[config.mk]
export PLATFORM = sky130hd
export DESIGN_NAME = updown_counter
export DESIGN_NICKNAME = d
export VERILOG_FILES = /design/src/rtl/updown_pkg.sv /design/src/rtl/updown_dir_fsm.sv /design/src/rtl/updown_counter.sv
export SDC_FILE = /design/constraint.sdc
export NUM_CORES = 1
export LEC_CHECK = 0
export ABC_CLOCK_PERIOD_IN_PS = 2800
export BUFFER_PORTS_ARGS = -buffer_cell sky130_fd_sc_hd__buf_2
export CAP_MARGIN = 20
export CORE_AREA = 4 4 41 43
export DETAILED_ROUTE_END_ITERATION = 16
export DIE_AREA = 0 0 45 47
export PLACE_DENSITY = 0.68
export SLEW_MARGIN = 10
export SYNTH_ARGS = -nofsm -noshare
export SYNTH_HDL_FRONTEND = slang
export SYNTH_SLANG_ARGS = --single-unit
export TNS_END_PERCENT = 5
[constraint.sdc]
create_clock -name clk -period 2.8 [get_ports clk]
set_input_delay 0.14 -clock clk [delete_from_list [all_inputs] [get_ports clk]]
set_output_delay 0.14 -clock clk [all_outputs]
set_load 0.005 [all_outputs]
[src/rtl/updown_pkg.sv]
// Shared encodings for the up/down counter: direction FSM states and end-of-range modes.
package updown_pkg;

    localparam int STATE_W = 2;

    // 2'b11 is unused and decays to ST_HOLD on the next edge.
    typedef enum logic [STATE_W-1:0] {
        ST_HOLD = 2'b00,
        ST_UP   = 2'b01,
        ST_DOWN = 2'b10
    } dir_state_t;

    localparam int WRAP_SAT  = 0;
    localparam int WRAP_MOD  = 1;

endpackage

[src/rtl/updown_dir_fsm.sv]
// Direction FSM: decodes up/down request levels into HOLD/UP/DOWN.
// The new state and the registered dir/running flags appear one edge after the request.
module updown_dir_fsm
    import updown_pkg::*;
(
    input  logic               clk,
    input  logic               reset,
    input  logic               up_req_i,
    input  logic               down_req_i,
    output logic [STATE_W-1:0] state_o,
    output logic               dir_o,
    output logic               running_o
);

    dir_state_t state_q;
    dir_state_t state_d;
    logic       dir_q;
    logic       running_q;

    always_comb begin
        state_d = state_q;
        case (state_q)
            ST_HOLD, ST_UP, ST_DOWN: begin
                if (up_req_i && !down_req_i)
                    state_d = ST_UP;
                else if (down_req_i && !up_req_i)
                    state_d = ST_DOWN;
                else if (up_req_i && down_req_i)
                    state_d = ST_HOLD;
            end
            default: state_d = ST_HOLD;
        endcase
    end

    always_ff @(posedge clk or posedge reset) begin
        if (reset) begin
            state_q   <= ST_HOLD;
            dir_q     <= 1'b0;
            running_q <= 1'b0;
        end else begin
            state_q   <= state_d;
            dir_q     <= (state_d == ST_UP);
            running_q <= (state_d == ST_UP) || (state_d == ST_DOWN);
        end
    end

    assign state_o   = state_q;
    assign dir_o     = dir_q;
    assign running_o = running_q;

endmodule

[src/rtl/updown_counter.sv]
// Loadable up/down counter; direction comes from updown_dir_fsm and takes effect one edge later.
// Ends wrap (WRAP=1) or saturate (WRAP=0); tc pulses for one cycle after each wrap or blocked step.
module updown_counter
    import updown_pkg::*;
#(
    parameter int WIDTH = 4,
    parameter int WRAP  = 1
) (
    input  logic             clk,
    input  logic             reset,
    input  logic             ena,
    input  logic             load,
    input  logic [WIDTH-1:0] load_val,
    input  logic             up_req,
    input  logic             down_req,
    output logic [WIDTH-1:0] count,
    output logic             dir,
    output logic             running,
    output logic             at_max,
    output logic             at_min,
    output logic             tc
);

    localparam logic [WIDTH-1:0] CNT_MAX = '1;
    localparam logic [WIDTH-1:0] CNT_MIN = '0;

    logic [STATE_W-1:0] state;
    logic [WIDTH-1:0]   count_q;
    logic [WIDTH-1:0]   count_d;
    logic               tc_q;
    logic               tc_d;
    logic               step_en;
    logic               cnt_en;

    updown_dir_fsm u_dir_fsm (
        .clk        (clk),
        .reset      (reset),
        .up_req_i   (up_req),
        .down_req_i (down_req),
        .state_o    (state),
        .dir_o      (dir),
        .running_o  (running)
    );

    assign at_max  = (count_q == CNT_MAX);
    assign at_min  = (count_q == CNT_MIN);
    assign step_en = ena && running;
    assign cnt_en  = load || step_en;

    // Stepping uses the state held before the edge, so a new request steps one edge later.
    always_comb begin
        count_d = count_q;
        tc_d    = 1'b0;
        if (load) begin
            count_d = load_val;
        end else if (step_en && (state == ST_UP)) begin
            if (at_max) begin
                count_d = (WRAP == WRAP_MOD) ? CNT_MIN : CNT_MAX;
                tc_d    = 1'b1;
            end else begin
                count_d = count_q + WIDTH'(1);
            end
        end else if (step_en && (state == ST_DOWN)) begin
            if (at_min) begin
                count_d = (WRAP == WRAP_MOD) ? CNT_MAX : CNT_MIN;
                tc_d    = 1'b1;
            end else begin
                count_d = count_q - WIDTH'(1);
            end
        end
    end

    always_ff @(posedge clk or posedge reset) begin
        if (reset) begin
            count_q <= '0;
            tc_q    <= 1'b0;
        end else begin
            if (cnt_en)
                count_q <= count_d;
            tc_q <= tc_d;
        end
    end

    assign count = count_q;
    assign tc    = tc_q;

endmodule

-- After elaboration in Yosys (flattened, before gate mapping)
Index checks and enable logic that the tools add are counted.
- output and inout bits: 9
- flip-flop bits (word level): 9
- logic and storage cells: 41
- add/sub/neg operators: 2
- mux-type cells: 14
- eq/ne operators: 5
- reduce and logical (&&, ||, !) cells: 15
- operators with widths (operator ; number):
    $mux 4 ; 5
    $mux 2 ; 4
    $logic_and 1x1->1 ; 6
    $mux 1 ; 5
    $add 4x1->4 const B ; 1
    $eq 2x1->1 const B ; 2
    $eq 2x2->1 const B ; 2
    $eq 4x4->1 const B ; 1
    $logic_not 4->1 ; 1
    $sub 4x1->4 const B ; 1
    $reduce_bool 3->1 ; 1
    $reduce_or 3->1 ; 1
    $logic_not 1->1 ; 2
    $logic_not 2->1 ; 1
    $logic_or 1x1->1 ; 2
    $reduce_and 2->1 ; 1

-- Longest topological paths before layout
Gate-level depths: netlist (run 1).
- depth after elaboration: 7
- gate-level depth with buffers: 6

-- By module
A second synthesis (run 1) with hierarchy kept.
- cells, all modules: 57
- area total of the unflattened synthesis: 538.0 um2
- modules (own cells, without submodules) (module ; area each (um2) ; instances ; cells an instance ; seq. area each (um2)):
    updown_counter ; 385.4 ; 1 ; 44 ; 125.1
    updown_dir_fsm ; 152.6 ; 1 ; 13 ; 100.1

-- Worst setup path before layout (run 1)
No wires, ideal clock.
- path type: reg2reg
- start: register count_q[0], in the netlist count[0]
- end: register count_q[0], in the netlist count[0]
- slack: 1.371 ns
- period minus slack after synthesis: 1.429 ns
- arrival time: 1.352 ns
- required time: 2.723 ns
- library setup time: 0.077 ns
- path buffers: 0
- stages on the path, launching flop included: 7
- cell sequence: dfrtp_1 -> inv_1 -> ha_1 -> nor3b_1 -> o21a_1 -> o21ai_0 -> a21oi_1
- cells in the longest elaborated chain, start to end: 5
- RTL lines (what ; RTL line ; RTL):
    start, declared ; updown_counter.sv:28 ; logic [WIDTH-1:0] count_q;
    start signal, assigned ; updown_counter.sv:79 ; count_q <= count_d;
    $logic_not 4->1 ; updown_counter.sv:46 ; assign at_min = (count_q == CNT_MIN);
    named net at_min ; updown_counter.sv:20 ; output logic at_min,
    $mux 4 ; updown_counter.sv:64 ; if (at_min) begin
    $mux 4 ; updown_counter.sv:63 ; end else if (step_en && (state == ST_DOWN)) begin
    $mux 4 ; updown_counter.sv:56 ; end else if (step_en && (state == ST_UP)) begin
    $mux 4 ; updown_counter.sv:54 ; if (load) begin
The timed path passes the listed nets, and every way through them passes these cells. The select of a mux whose other input is x is not followed.
A chain may end at the register's enable or synchronous reset.

-- Final worst setup path (run 1)
- start: register count_q[0], in the netlist count[0]
- end: output at_min
- cells in the longest elaborated chain, start to end: 1
- RTL lines (what ; RTL line):
    $logic_not 4->1 ; updown_counter.sv:46
    end, declared ; updown_counter.sv:20
No other way between the ends.

==> results of run 1 <==
-- sequential cells by signal, summed over array words and instances (netlist names) --
register,flops
u_dir_fsm.running_o,1
tc,1
u_dir_fsm.state_o,2
count,4
u_dir_fsm.dir_o,1
-- final cells by class --
cell class	count	area share [%]
well taps	15	2.712
flip-flops and latches	9	32.55
repair buffers	19	14.47
clock buffers	4	3.797
multi-input cells	44	43.76
inverters	5	2.712
-- cell usage in the layout, fill, tap and decap left out, types with 2 or more instances in the layout --
master / instances
a21oi_1: 7
and4b_1: 2
buf_2: 18
clkbuf_4: 3
dfrtp_1: 9
ha_1: 3
inv_1: 5
mux2i_1: 3
nand2_1: 7
nand2b_1: 4
nor2_1: 2
o21ai_0: 2
o21ai_1: 2
-- through the flow --
stage               util [%]  setup WS, ns
detailed placement     50.38         1.223
finish                 53.17         1.132
floorplan                  -         1.371
CTS                    53.17         1.118
global route           53.17         1.006
global placement       50.38         1.282
-- worst paths after layout --
kind                                        endpoint  slack (ns)  depth (start not counted)
worst max-delay path                          at_min        1.13                          4
worst min-delay path            u_dir_fsm.state_o[0]        0.08                          2
worst max register to register              count[0]        1.22                          6
worst min register to register  u_dir_fsm.state_o[0]        0.68                          2
max in group asynchronous       u_dir_fsm.state_o[1]        2.16                          3
min in group asynchronous                   count[2]        0.38                          3
-- where the power goes --
group	total [mW]	leakage, nW	internal (mW)	switching [mW]
clock	0.0970	0.0150	0.0547	0.0423
combinational	0.0769	0.220	0.0386	0.0383
sequential	0.161	0.112	0.142	0.0183
total	0.335	0.348	0.236	0.0990
-- metal layers --
layer	GRT usage [%]	part of all wire (%)
met5	0	0
met4	6.433	0
met3	2.682	7.2
met2	20.62	43
met1	17.49	49
-- logic make-up after synthesis --
family	Yosys count	share of synthesized area, %
and+or+nand+nor	19	19.60
AOI/OAI and AO/OA	18	21.17
adders and majority gates	3	6.757
muxes	3	5.406
DFF	9	40.54
xor gates and xnor gates	1	1.577
buffers and inverters	7	4.954
==> results.sh, run 1 <==
export IMPL_drt_iter0_drc=10
export IMPL_final_area_um2=691.9
export IMPL_placed_cell_area_um2=655.6
export IMPL_syn_num_nets=73
export IMPL_crit_path_end_kind="output pin"
export IMPL_path_buf_inv=2
export IMPL_cts_setup_buffers=0
export IMPL_synthTopCellsByCount="dfrtp_1, a21oi_1, nand2_1"
export IMPL_finalSetupViolations=0
export IMPL_dp_cells=91
export IMPL_chipWidth_um=45
export IMPL_via_per_inst=5.302
export IMPL_r2r_start="count[0]"
export IMPL_report_power_total_uw=334.6
export IMPL_critical_path_slowest_cell="dfrtp_1"
export IMPL_power_per_cell_area_nw_per_um2=483.6
export IMPL_synth_edf_count=0
export IMPL_ys_warn_count=0
export IMPL_peakVddDrop_mv=0.2793
export IMPL_leakagePower_nw=0.3477
export IMPL_synth_cells=60
export IMPL_multi_input_area_um2=302.8
export IMPL_hold_start="down_req"
export IMPL_cp_start_kind="flop"
export IMPL_cp_arrival_ns=1.53
export IMPL_relSlewSlack_pct=76.43
export IMPL_drive_above_1_share_pct=27.16
export IMPL_first_pass_iters=4
export IMPL_hold_violations=0
export IMPL_clock_sinks=9
export IMPL_fin_cells=96
export IMPL_max_freq_mhz=599.4
export IMPL_synth_most_common_cell="dfrtp_1"
export IMPL_crit_fanout=8
export IMPL_dieArea_um2=2115
export IMPL_avgSynthCellArea_um2=9.259
export IMPL_hp_class="in -> reg"
export IMPL_synthTopCellsByArea="dfrtp_1, ha_1, a21oi_1, mux2i_1, nand2_1"
export IMPL_io_pins=19
export IMPL_core_area_um2=1301
export IMPL_grt_pass1_vias=477
export IMPL_fp_dieH_um=47
export IMPL_initial_core_util_pct=42.69
export IMPL_grt_start_max_net_pins=10
export IMPL_h_tree_depth=1
export IMPL_outcome="finished, final reports clean"
export IMPL_cts_resized=0
export IMPL_ys_ff_latch=9
export IMPL_cts_buffers=3
export IMPL_layout_nets=95
export IMPL_grt_pass1_wl_mm=2.042
export IMPL_wl_per_cell_um=12.17
export IMPL_antenna_found_initial=0
export IMPL_cts_tree="built"
export IMPL_rsz0062_at_grt="false"
export IMPL_placementRows=13
export IMPL_area_growth_pct=24.55
export IMPL_yosys_area_top_type="dfrtp_1"
export IMPL_period_share_pct=59.58
export IMPL_cts_buffer_depth=2
export IMPL_grtUsageTotal_pct=13.21
export IMPL_n_antenna_cell=0
export IMPL_crit_chain="inv_1 > ha_1 > nor3b_1 > buf_2"
export IMPL_regArea_um2=225.2
export IMPL_routed_wl_mm=1.168
export IMPL_synthArstFlopShare_pct=100.0
export IMPL_worstSetupStartpoint="count[0]"
export IMPL_synth_top_area_share_pct=40.54
export IMPL_slew_viol_final=0
export IMPL_synth_cell_type_count=25
export IMPL_clk_pin_slew_worst_paths_ns=0.06
export IMPL_cts_hold_buf=1
export IMPL_vias=509
export IMPL_insertion_delay_ns=0.25
export IMPL_ant_nets=0
export IMPL_setup_tns_ns=0
export IMPL_synth_seq_area_share_pct=40.54
export IMPL_path_class="reg -> out"
export IMPL_critPathRequiredTime_ns=2.66
export IMPL_fin_skew_ns=0.009325
export IMPL_holdWs_ns=0.07536
export IMPL_synth_ff_type="dfrtp_1"
export IMPL_cpPeakStageDelay_ns=0.45
export IMPL_io_buffers=18
export IMPL_gp_routability_congestion=0.8585
export IMPL_cts_root_buf="clkbuf_4"
export IMPL_finalCriticalPeriod_ns=1.668
export IMPL_route_detailed_drc=0
export IMPL_grt_overflow=0
export IMPL_fill_cells=138
export IMPL_cp_top_family="flip-flops"
export IMPL_dp_hpwl_um=944.9
export IMPL_tightest_slew_ns=0.3528
export IMPL_synth_cell_area_um2=555.5
export IMPL_max_cap_violations=0
(Power assumes the default switching activity.)
==> inputs of run 2 (changes only) <==
--- a/config.mk
+++ b/config.mk
@@ -5,13 +5,14 @@
 export SDC_FILE = /design/constraint.sdc
 export NUM_CORES = 1
 export LEC_CHECK = 0
-export ABC_CLOCK_PERIOD_IN_PS = 2800
+export ABC_AREA = 1
+export ABC_CLOCK_PERIOD_IN_PS = 1450
 export BUFFER_PORTS_ARGS = -buffer_cell sky130_fd_sc_hd__buf_2
 export CAP_MARGIN = 20
-export CORE_AREA = 4 4 41 43
+export CORE_MARGIN = 4
+export CORE_UTILIZATION = 43
 export DETAILED_ROUTE_END_ITERATION = 16
-export DIE_AREA = 0 0 45 47
-export PLACE_DENSITY = 0.68
+export PLACE_DENSITY = 0.71
 export SLEW_MARGIN = 10
 export SYNTH_ARGS = -nofsm -noshare
 export SYNTH_HDL_FRONTEND = slang
==> constraint.sdc (replaced) <==
create_clock -name clk -period 1.45 [get_ports clk]
set_input_delay 0.0725 -clock clk [delete_from_list [all_inputs] [get_ports clk]]
set_output_delay 0.0725 -clock clk [all_outputs]
set_load 0.005 [all_outputs]
==> run 2 against run 1 <==
- via count grew 29%
- total power rose to 2.6 times the previous value
- routed wire length grew 31%
- sequential cell count unchanged
- sequential power grew 110%
- combinational power grew to 4.4 times the previous value
- clock-buffer cell count unchanged
- critical path type unchanged
- largest power group unchanged
==> results.sh, run 2 <==
export IMPL_outcome="finished, final reports clean"
export IMPL_ys_warn_count=0
export IMPL_grt_start_max_net_pins=10
export IMPL_routed_wl_mm=1.534
export IMPL_combPwrFrac_pct=38.7
export IMPL_power_per_cell_area_nw_per_um2=995.3
export IMPL_core_area_um2=1334
export IMPL_preCtsSetupSlack_ns=0.04890
export IMPL_peakVddDrop_mv=0.6844
export IMPL_tightest_slew_ns=0.3599
export IMPL_wl_per_cell_um=11.71
export IMPL_synthArstFlopShare_pct=100.0
export IMPL_met2_usage_pct=27.47
export IMPL_drt_iter0_drc=38
export IMPL_crit_path_end_kind="output pin"
export IMPL_chipWidth_um=46.14
export IMPL_synth_seq_area_share_pct=36.00
export IMPL_fill_cells=113
export IMPL_placed_cell_area_um2=726.9
export IMPL_synth_most_common_cell="nand2_1"
export IMPL_p_int_uw=557.5
export IMPL_synth_cells=84
export IMPL_leakagePower_nw=0.4863
export IMPL_synth_top_area_share_pct=36.00
export IMPL_via_per_inst=5.015
export IMPL_holdWs_ns=0.03677
export IMPL_h_tree_depth=1
export IMPL_fin_skew_ns=0.005983
export IMPL_insertion_delay_ns=0.26
export IMPL_grt_pass1_vias=586
export IMPL_cts_buffers=3
export IMPL_avgSynthCellArea_um2=7.448
export IMPL_hold_violations=0
export IMPL_cts_buffer_depth=2
export IMPL_io_buffers=18
export IMPL_r2r_end="count[3]"
export IMPL_finalSetupViolations=0
export IMPL_dp_cells=116
export IMPL_dp_hpwl_mm=1.087
export IMPL_finalCriticalPeriod_ns=1.409
export IMPL_clk_pin_slew_worst_paths_ns=0.06
export IMPL_fp_dieH_um=46.14
export IMPL_hold_start="load"
export IMPL_mostFrequentLayoutCell="nand2_1"
export IMPL_grt_busiest_layer="met2"
export IMPL_vias=657
export IMPL_io_pins=19
export IMPL_rsz0062_at_grt="true"
export IMPL_max_freq_mhz=709.9
export IMPL_min_delay_path_depth=2
export IMPL_switching_share_pct=36.40
export IMPL_met3_usage_pct=5.078
export IMPL_grt_use_met1_pct=18.48
export IMPL_n_antenna_cell=0
export IMPL_power_frac_clock_pct=22.2
export IMPL_cts_root_buf="clkbuf_4"
export IMPL_holdPathEnd="tc"
export IMPL_report_power_total_uw=876.7
export IMPL_fin_util_pct=66.04
export IMPL_layout_setup_ws_ns=0.04142
export IMPL_p_switching_uw=319.2
export IMPL_fin_cells=131
export IMPL_worst_r2r_cell_count=9
export IMPL_grt_overflow=0
export IMPL_reg2reg_slack_ns=0.11
export IMPL_period_share_pct=97.14
export IMPL_route_detailed_drc=0
export IMPL_cp_start_kind="flop"
export IMPL_hp_class="in -> reg"
export IMPL_max_cap_violations=0
export IMPL_slew_viol_final=0
export IMPL_pwr_share_seq_pct=39.1
export IMPL_r2r_start="count[0]"
export IMPL_synth_cell_area_um2=625.6
export IMPL_synth_ff_type="dfrtp_1"
export IMPL_layout_common_cells="nand2_1, buf_2, inv_1, dfrtp_1, buf_4"
export IMPL_clock_sinks=9
export IMPL_synthTopCellsByCount="nand2_1, inv_1, dfrtp_1"
export IMPL_gp_routability_congestion=0.8025
export IMPL_critPathRequiredTime_ns=1.38
export IMPL_cp_arrival_ns=1.34
export IMPL_largest_register_ffs=4
export IMPL_crit_fanout=4
export IMPL_ant_nets=0
export IMPL_grtUsageTotal_pct=15.96
export IMPL_synth_edf_count=0
export IMPL_relSlewSlack_pct=75.98
export IMPL_grt_pass1_wl_mm=2.470
export IMPL_final_area_um2=880.8
export IMPL_placementRows=13
export IMPL_setup_tns_ns=0
export IMPL_synth_cell_type_count=24
export IMPL_layout_nets=130
export IMPL_antenna_found_initial=0
export IMPL_drive_above_1_share_pct=41.38
export IMPL_yosys_area_top_type="dfrtp_1"
export IMPL_ys_ff_latch=9
export IMPL_first_pass_iters=6
export IMPL_cts_tree="built"
export IMPL_dieArea_um2=2129
export IMPL_path_class="reg -> out"
export IMPL_area_growth_pct=40.80
export IMPL_synthTopCellsByArea="dfrtp_1, nand2_1, inv_1, ha_1, nand3_1"
export IMPL_syn_num_nets=97
export IMPL_initial_core_util_pct=46.90
## run 2: cell count changes after synthesis, moves of 2 or more
cell	previous run	this run
nand3_1	0	7
a21oi_1	7	2
inv_2	0	4
inv_1	5	11
and4b_1	2	0
mux2i_1	3	0
nor2_1	2	7
nor3_1	0	3
nand2b_1	4	0
nand2_1	7	20
## run 2: logic make-up (layout without fill, tap and decap cells)
group | count (synthesis) | in the layout | share of synthesized area [%]
buffers and inverters | 17 | 49 | 10.80
flip-flops | 9 | 9 | 36.00
XOR/XNOR | 1 | 1 | 1.400
AND/OR/NAND/NOR | 47 | 47 | 39.60
AO/OA/AOI/OAI | 7 | 7 | 6.200
adder cells (fa/ha/maj) | 3 | 3 | 6.001
## run 2: critical path: stages, from the launching register on
cell and delay, ns:
dfrtp_2 0.43, inv_2 0.09, ha_4 0.14, inv_2 0.05, nor3_4 0.21, buf_2 0.15
## run 2: power by group through the flow
stage / sequential, mW / combinational, mW / clock [mW]
6_report: 0.343 / 0.339 / 0.195
3_5_place_dp: 0.344 / 0.241 / 0
5_1_grt: 0.350 / 0.382 / 0.218
3_3_place_gp: 0.341 / 0.235 / 0
4_1_cts: 0.341 / 0.277 / 0.201
2_1_floorplan: 0.328 / 0.178 / 0
## run 2: area by class of cell
type	instances	area, um^2	share of cell area, %
Clock buffer	4	26.28	2.983
Multi-Input combinational cell	58	369.1	41.90
Inverter	16	60.06	6.818
Tap cell	15	18.77	2.131
Sequential cell	9	226.5	25.71
Timing Repair Buffer	29	180.2	20.45
## run 2: worst max-delay path by stage
stage	start	slack (ns)	endpoint
2_1_floorplan	count[0]	0.17	count[2]
3_3_place_gp	count[0]	0.14	count[2]
3_5_place_dp	count[0]	0.05	count[2]
4_1_cts	count[0]	0.02	at_min
5_1_grt	count[0]	-0.04	at_min
6_report	count[0]	0.04	at_min
## run 2: per-layer routing
metal	vias to the layer above	wire, um
li1	331	-
met1	292	608
met2	30	779
met3	4	133
met4	0	12
met5	-	0
## run 2: repair_timing
action | CTS | global route
buffers inserted | 3 | 5
hold endpoints to repair | 11 | 0
hold buffers | 3 | 0
endpoints found under the setup margin | 1 | 5
gates resized for setup | 4 | 6
pin swaps | 0 | 2
